### src/rtl/tdm_pkg.sv
// Shared types and sizing helpers for the TDM channel mux/demux family.
package tdm_pkg;

    typedef enum logic {
        HUNT   = 1'b0,
        LOCKED = 1'b1
    } tdm_state_e;

    localparam int unsigned TDM_NUM_CH = 8;

    function automatic int unsigned slot_width(input int unsigned num_ch);
        return (num_ch < 2) ? 1 : $clog2(num_ch);
    endfunction

endpackage

### src/rtl/tdm_slot_counter.sv
// Wrapping slot index counter with clear and load-to-1 controls.
module tdm_slot_counter
    import tdm_pkg::*;
#(
    parameter int unsigned NUM_CH = TDM_NUM_CH
) (
    input  logic                           clk,
    input  logic                           rst_n,
    input  logic                           advance,
    input  logic                           load_one,
    input  logic                           clear,
    output logic [slot_width(NUM_CH)-1:0]  slot
);

    localparam int unsigned         SLOT_W    = slot_width(NUM_CH);
    localparam logic [SLOT_W-1:0]   LAST_SLOT = SLOT_W'(NUM_CH - 1);

    // clear beats load_one beats advance
    always_ff @(posedge clk or negedge rst_n) begin
        if (!rst_n) begin
            slot <= '0;
        end else if (clear) begin
            slot <= '0;
        end else if (load_one) begin
            slot <= SLOT_W'(1);
        end else if (advance) begin
            slot <= (slot == LAST_SLOT) ? '0 : slot + SLOT_W'(1);
        end
    end

endmodule

### src/rtl/tdm_demux8.sv
// Serial TDM demultiplexer: frame-sync tracking, shadow capture and parallel word output.
module tdm_demux8
    import tdm_pkg::*;
#(
    parameter int unsigned NUM_CH     = TDM_NUM_CH,
    parameter int unsigned MISS_LIMIT = 2
) (
    input  logic                           clk,
    input  logic                           rst_n,
    input  logic                           din,
    input  logic                           din_valid,
    input  logic                           fsync,
    output logic [NUM_CH-1:0]              dout,
    output logic                           dout_valid,
    output logic [slot_width(NUM_CH)-1:0]  slot,
    output logic                           locked,
    output logic                           sync_err
);

    localparam int unsigned         SLOT_W    = slot_width(NUM_CH);
    localparam logic [SLOT_W-1:0]   LAST_SLOT = SLOT_W'(NUM_CH - 1);
    localparam int unsigned         MISS_W    = $clog2(MISS_LIMIT + 1);
    localparam logic [MISS_W-1:0]   MISS_MAX  = MISS_W'(MISS_LIMIT);

    tdm_state_e          state, state_next;
    logic [MISS_W-1:0]   miss, miss_next, miss_inc;
    logic [NUM_CH-2:0]   shadow, shadow_next;
    logic [NUM_CH-1:0]   dout_next;
    logic                frame_done, err;
    logic                cap_en;
    logic [SLOT_W-1:0]   cap_slot;
    logic                cnt_adv, cnt_load, cnt_clr;

    tdm_slot_counter #(
        .NUM_CH (NUM_CH)
    ) u_slot_counter (
        .clk      (clk),
        .rst_n    (rst_n),
        .advance  (cnt_adv),
        .load_one (cnt_load),
        .clear    (cnt_clr),
        .slot     (slot)
    );

    always_ff @(posedge clk or negedge rst_n) begin
        if (!rst_n) begin
            state      <= HUNT;
            miss       <= '0;
            shadow     <= '0;
            dout       <= '0;
            dout_valid <= 1'b0;
            sync_err   <= 1'b0;
        end else begin
            state      <= state_next;
            miss       <= miss_next;
            shadow     <= shadow_next;
            dout       <= dout_next;
            dout_valid <= frame_done;
            sync_err   <= err;
        end
    end

    assign locked   = (state == LOCKED);
    assign miss_inc = miss + MISS_W'(1);

    always_comb begin
        state_next  = state;
        miss_next   = miss;
        shadow_next = shadow;
        dout_next   = dout;
        frame_done  = 1'b0;
        err         = 1'b0;
        cap_en      = 1'b0;
        cap_slot    = '0;
        cnt_adv     = 1'b0;
        cnt_load    = 1'b0;
        cnt_clr     = 1'b0;

        unique case (state)
            HUNT: begin
                if (din_valid && fsync) begin
                    cap_en     = 1'b1;
                    cnt_load   = 1'b1;
                    miss_next  = '0;
                    state_next = LOCKED;
                end
            end
            LOCKED: begin
                if (din_valid) begin
                    if (slot == '0) begin
                        if (fsync) begin
                            cap_en    = 1'b1;
                            cnt_adv   = 1'b1;
                            miss_next = '0;
                        end else begin
                            // flywheel through a missing sync until the limit is hit
                            err       = 1'b1;
                            miss_next = miss_inc;
                            if (miss_inc >= MISS_MAX) begin
                                state_next = HUNT;
                                cnt_clr    = 1'b1;
                            end else begin
                                cap_en  = 1'b1;
                                cnt_adv = 1'b1;
                            end
                        end
                    end else if (fsync) begin
                        err       = 1'b1;
                        cap_en    = 1'b1;
                        cnt_load  = 1'b1;
                        miss_next = '0;
                    end else if (slot == LAST_SLOT) begin
                        frame_done = 1'b1;
                        dout_next  = {din, shadow};
                        cnt_adv    = 1'b1;
                    end else begin
                        cap_en   = 1'b1;
                        cap_slot = slot;
                        cnt_adv  = 1'b1;
                    end
                end
            end
        endcase

        for (int unsigned i = 0; i < NUM_CH - 1; i++) begin
            if (cap_en && (cap_slot == SLOT_W'(i))) begin
                shadow_next[i] = din;
            end
        end
    end

endmodule
### config.mk
export PLATFORM = sky130hd
export DESIGN_NAME = tdm_demux8
export DESIGN_NICKNAME = d
export VERILOG_FILES = /design/src/rtl/tdm_pkg.sv /design/src/rtl/tdm_slot_counter.sv /design/src/rtl/tdm_demux8.sv
export SDC_FILE = /design/constraint.sdc
export NUM_CORES = 1
export LEC_CHECK = 0
export CORE_AREA = 2 2 44 67
export CTS_BUF_LIST = sky130_fd_sc_hd__clkbuf_4
export CTS_CLUSTER_DIAMETER = 100
export DETAILED_ROUTE_END_ITERATION = 10
export DIE_AREA = 0 0 46 69
export PLACE_DENSITY = 0.83
export SYNTH_ARGS = -nofsm -noshare
export SYNTH_HDL_FRONTEND = slang
export SYNTH_SLANG_ARGS = --single-unit
### constraint.sdc
create_clock -name clk -period 1.9 [get_ports clk]
set_clock_uncertainty 0.05 [all_clocks]
set_input_delay 0.38 -clock clk [delete_from_list [all_inputs] [get_ports clk]]
set_output_delay 0.38 -clock clk [all_outputs]
set_load 0.02 [all_outputs]
# [Word level (Yosys, flattened, before mapping)]
# Cells that the tools add are included.
[op_classes] n_addsub=2 n_lt_le_gt_ge=1 n_eq_ne=10 mux=47 n_bitwise=3 n_reduce_logical=13
[op_table] operator="$mux W1" n=29
[op_table] operator="$mux W3" n=9
[op_table] operator="$eq A3 B3 Y1 const B" n=4
[op_table] operator="$mux W2" n=5
[op_table] operator="$logic_and A1 B1 Y1" n=8
[op_table] operator="$eq A3 B2 Y1 const B" n=2
[op_table] operator="$logic_not A3 Y1" n=2
[op_table] operator="$pmux W1 S2" n=3
[op_table] operator="$reduce_and A5 Y1" n=1
[op_table] operator="$ne A2 B2 Y1 const B" n=2
[op_table] operator="$pmux W2 S2" n=1
[op_table] operator="$add A3 B1 Y3 const B" n=1
[op_table] operator="$eq A3 B1 Y1 const B" n=1
[op_table] operator="$ne A3 B2 Y1 const B" n=1
[op_table] operator="$not A1 Y1" n=3
[op_table] operator="$reduce_and A3 Y1" n=1
[op_table] operator="$reduce_bool A3 Y1" n=1
[op_table] operator="$add A2 B1 Y2 const B" n=1
[op_table] operator="$ge A2 B2 Y1 const B" n=1
[word_totals] reg_bits=23 output_inout_bits=14 wordCells=89

# [Longest topological paths before layout]
[logic_depth] ltp_word=10 mapped_depth=9 mapped_depth_nobuf=8

# [By module]
# Synthesis repeated with hierarchy kept, for this count alone.
[hier_totals] cells_unflattened=93 area_unflattened_um2=1144.8
[by_module_without_submodules] mod="tdm_demux8" n_inst=1 cells_each=80 area_per_inst_um2=989.7
[by_module_without_submodules] mod="tdm_slot_counter" n_inst=1 cells_each=13 area_per_inst_um2=155.1

# [Worst setup path after synthesis]
# Ideal clock, no wire load.
[synth_timing] path_type="register to register" start="register u_slot_counter.slot[1]" end="register shadow[1]" arrival_ns=1.932 t_required_ns=1.725 setup_slack_ns=-0.206 stages_incl_launch_ff=7 n_path_buf=0 cell_sequence="dfrtp_1 > ha_1 > inv_1 > ha_1 > or4_1 > nor2_1 > mux2_2"
[synth_between] elab_chain_cells=8
[synth_rtl] item="start: declaration" line_no="tdm_slot_counter.sv:12" rtl="output logic [slot_width(NUM_CH)-1:0] slot"
[synth_rtl] item="start signal: assignment" line_no="tdm_slot_counter.sv:27" rtl="slot <= (slot == LAST_SLOT) ? '0 : slot + SLOT_W'(1);"
[synth_rtl] item="$eq A3 B3 Y1" line_no="tdm_demux8.sv:112" rtl="end else if (slot == LAST_SLOT) begin"
[synth_rtl] item="$mux W3" line_no="tdm_demux8.sv:112"
[synth_rtl] item="$mux W3" line_no="tdm_demux8.sv:107" rtl="end else if (fsync) begin"
[synth_rtl] item="$mux W3" line_no="tdm_demux8.sv:90" rtl="if (slot == '0) begin"
[synth_rtl] item="$mux W3" line_no="tdm_demux8.sv:89" rtl="if (din_valid) begin"
[synth_rtl] item="$mux W3" line_no="tdm_demux8.sv:79" rtl="unique case (state)"
[synth_rtl] item="$eq A3 B1 Y1" line_no="tdm_demux8.sv:126" rtl="if (cap_en && (cap_slot == SLOT_W'(i))) begin"
[synth_rtl] item="$logic_and A1 B1 Y1 *" line_no="tdm_demux8.sv:126"
[synth_rtl] item="end signal: assignment" line_no="tdm_demux8.sv:56" rtl="shadow <= shadow_next;"
[synth_rtl] item="end: declaration" line_no="tdm_demux8.sv:27" rtl="logic [NUM_CH-2:0] shadow, shadow_next;"
# Mark *: on every way between the ends. The rest lies on a longest branch, timed or not.
# A chain may end at the register's enable or synchronous reset.

# [Final worst setup path]
# Same ends and word-level chain as after synthesis.

==> flow_summary.ini <==
[global_routing]
grt_pass1_vias = 991
use_met1_pct = 19.97
grt_use_total_pct = 18.38
grt_max_degree = 24
antenna_found_initial = 0
grt.busiest_layer = met2
grt_pass1_wl_um = 4271
met2_usage_pct = 31.94
grt-ovfl-total = 0
globalRouteMet3Util_pct = 1.832

[die]
placementRows = 23
die_h_um = 69
die_w_um = 46
io_pins = 19
coreArea_um2 = 2590
initial_core_util_pct = 48.45
die_area_um2 = 3174

[setup_path]
r2r-start = u_slot_counter.slot[1]
cp-start-kind = register
critPathBufInv = 0
critical_path.max_fanout = 4
cp.required_ps = 2080
critPathKind = register to register
rr_endpoint = shadow[1]
crit_top_cell = ha_4
crit_path_max_incr_delay_ps = 520
cp-end-kind = register
rr_worst_depth = 5
r2r_slack_ps = -10
crit_arrival_ps = 2100
crit_path_top_delay_cell = or4_4
critPathTopFamily = simple AND/OR/NAND/NOR gates
cp_cell_sequence = ha_4 > ha_4 > or4_4 > nor2_4 > mux2_4

[yosys]
yosys.area.top_type = dfrtp_1
synthAdderAreaFrac_pct = 6.979
ys_top_cells_by_count = dfrtp_1, mux2_2, ha_1
yosysSeqAreaShare_pct = 45.86
synth_xor_area_share_pct = 0.6979
yosys.area_share.simple_pct = 20.44
ys_top_cells_by_area = dfrtp_1, mux2_2, ha_1
syn_inst = 105
syn_area_um2 = 1255
yosysMostFrequentCell = dfrtp_1
synth-seq-cells = 23
synth.net_count = 117
yosysUniqueCellTypes = 33
syn_area_per_cell_um2 = 11.95
synth_top_flop_cell = dfrtp_1
synth_compound_area_share_pct = 5.882
synth.top_cell.area_share_pct = 45.86
yosys_warnings = 0
async_reset_ff_share_pct = 100.0
synth_mux_area_share_pct = 15.05
synth_edf_count = 0
synth_top_family_by_area = simple AND/OR/NAND/NOR gates

[layout]
layout-drive-gt1-share_pct = 39.44
n_antenna_cell = 0
areaGrowthSynthToFinish_pct = 34.50
multi_input_area_um2 = 691.9
num-nets-final = 155
register_area_um2 = 579.3
instances_no_fill = 167
n_fill_cell = 207

[placement]
dp.final_hpwl_um = 1923
port_buffers = 18
place_inst = 162
place_congestion = 0.8548
pre_cts_ws_ps = -224.4

[timing]
setup_violations = 1
hold_ws_ps = 335.1
clock.fmax_mhz = 522.7
period_share_pct = 100.7
setup_slack_ps = -13.24
tightest_slew_ps = 315.7
finalMaxSlewViolations = 0
period_minus_slack_ps = 1913
hold_viol = 0
max-slew-margin-rel_pct = 78.89
rsz0062_at_grt = yes

[routing]
antenna_left = 0
first_iter_violations = 19
wl_um = 2578
wl_per_cell_um = 15.44
drt-pass1-iter-count = 3
avgViaCountPerCell = 5.509
num_vias = 920
drcViolationCount = 0

[clocking]
cts_max_path_buffers = 2
htree_levels = 1
clk_latency_ps = 330
numCtsBuffers = 3
ctsHoldBuffers = 0
clk_pin_slew_ps = 130
root_buffer = clkbuf_4
clock_sinks = 23
cts_tree = done

[hold_path]
hold_path.class = input pin to async pin

[run_status]
status = complete, but fails checks
violations = negative setup slack

[job]
maxCapViolations = 0

[pwr]
p_leak_nw = 0.7890
power.density_nw_per_um2 = 1298
ir_drop_mv = 0.8362
[what timing repair did]
item                                    in CTS  in global routing
pin swaps                                    0                  5
buffers inserted                             0                  1
resized for setup                            6                 11
endpoints found under the setup margin      18                 17
[metal layers]
metal	share of wire (%)	wire length (µm)
met4	2.7	70
met1	39	1008
met3	1.9	48
met5	0	0
met2	56	1451
[how the worst max path moves through the flow]
stage,start,endpoint,slack [ps],cells after the start
after floorplan,u_slot_counter.slot[1],shadow[1],-30,6
after global routing,u_slot_counter.slot[1],shadow[3],-60,6
final,u_slot_counter.slot[1],shadow[1],-10,5
after detailed placement,din_valid,shadow[1],-220,5
after CTS,u_slot_counter.slot[0],shadow[1],-10,5
after global placement,din_valid,shadow[1],-180,5
[where the power goes]
group / internal, W / total (W) / switching [W]
registers: 0.000644 / 0.000795 / 0.000152
clock network: 0.0000792 / 0.000236 / 0.000157
logic: 0.000615 / 0.00116 / 0.000545
total: 0.00134 / 0.00219 / 0.000854
[sequential cells by signal, indices dropped and copies added (netlist names)]
register	count
locked	1
shadow	7
dout_valid	1
sync_err	1
dout	8
miss	2
u_slot_counter.slot	3
[placed cells by master (no fill, tap or decap), types with 3 or more instances in the layout]
cell | synthesis | final
mux2_2 | 11 | 9
and3_1 | 3 | 3
mux2_4 | 0 | 4
buf_4 | 1 | 18
clkdlybuf4s50_1 | 0 | 15
a21oi_1 | 5 | 5
clkbuf_4 | 0 | 3
nor2_1 | 6 | 4
ha_2 | 0 | 3
o21ai_0 | 3 | 3
dfrtp_2 | 0 | 3
nand2_1 | 3 | 3
inv_1 | 6 | 6
nor2b_1 | 4 | 4
dfrtp_1 | 23 | 20
[through the flow]
| step | instance area (µm²) | total power, W | utilization [%] | TNS (ps) |
|---|---|---|---|---|
| 2_1_floorplan | 1280 | 0.001466 | - | -29.87 |
| 3_5_place_dp | 1598 | 0.001882 | 61.69 | -1284 |
| 5_1_grt | 1688 | 0.002350 | 65.17 | -502.3 |
| 6_report | 1688 | 0.002191 | 65.17 | -13.24 |
| 3_3_place_gp | 1598 | 0.001825 | 61.69 | -722.8 |
| 4_1_cts | 1633 | 0.002126 | 63.04 | -13.93 |
[cell families (layout without fill, tap and decap cells)]
logic type               count (synthesis)  in the layout
flip-flops                              23             23
AO/OA/AOI/OAI                           12             12
XOR/XNOR                                 1              1
AND/OR/NAND/NOR                         35             35
adder cells (fa/ha/maj)                  7              7
multiplexers                            17             17
buffers and inverters                   10             47
[worst reg2reg max path, cell delays in order, from the launching register on]
cell,delay (ps)
dfrtp_2,460
ha_4,190
ha_4,160
or4_4,520
nor2_4,130
mux2_4,300
[cell type report]
class                   instances  area share [%]
well taps                      25           1.853
repair buffers                 37           19.87
inverters                       6           1.334
clock buffers                   3           1.334
flip-flops and latches         23           34.32
multi-input cells              72           40.99
clock inverters                 1          0.2965
Power figures use the tool's default switching activity.
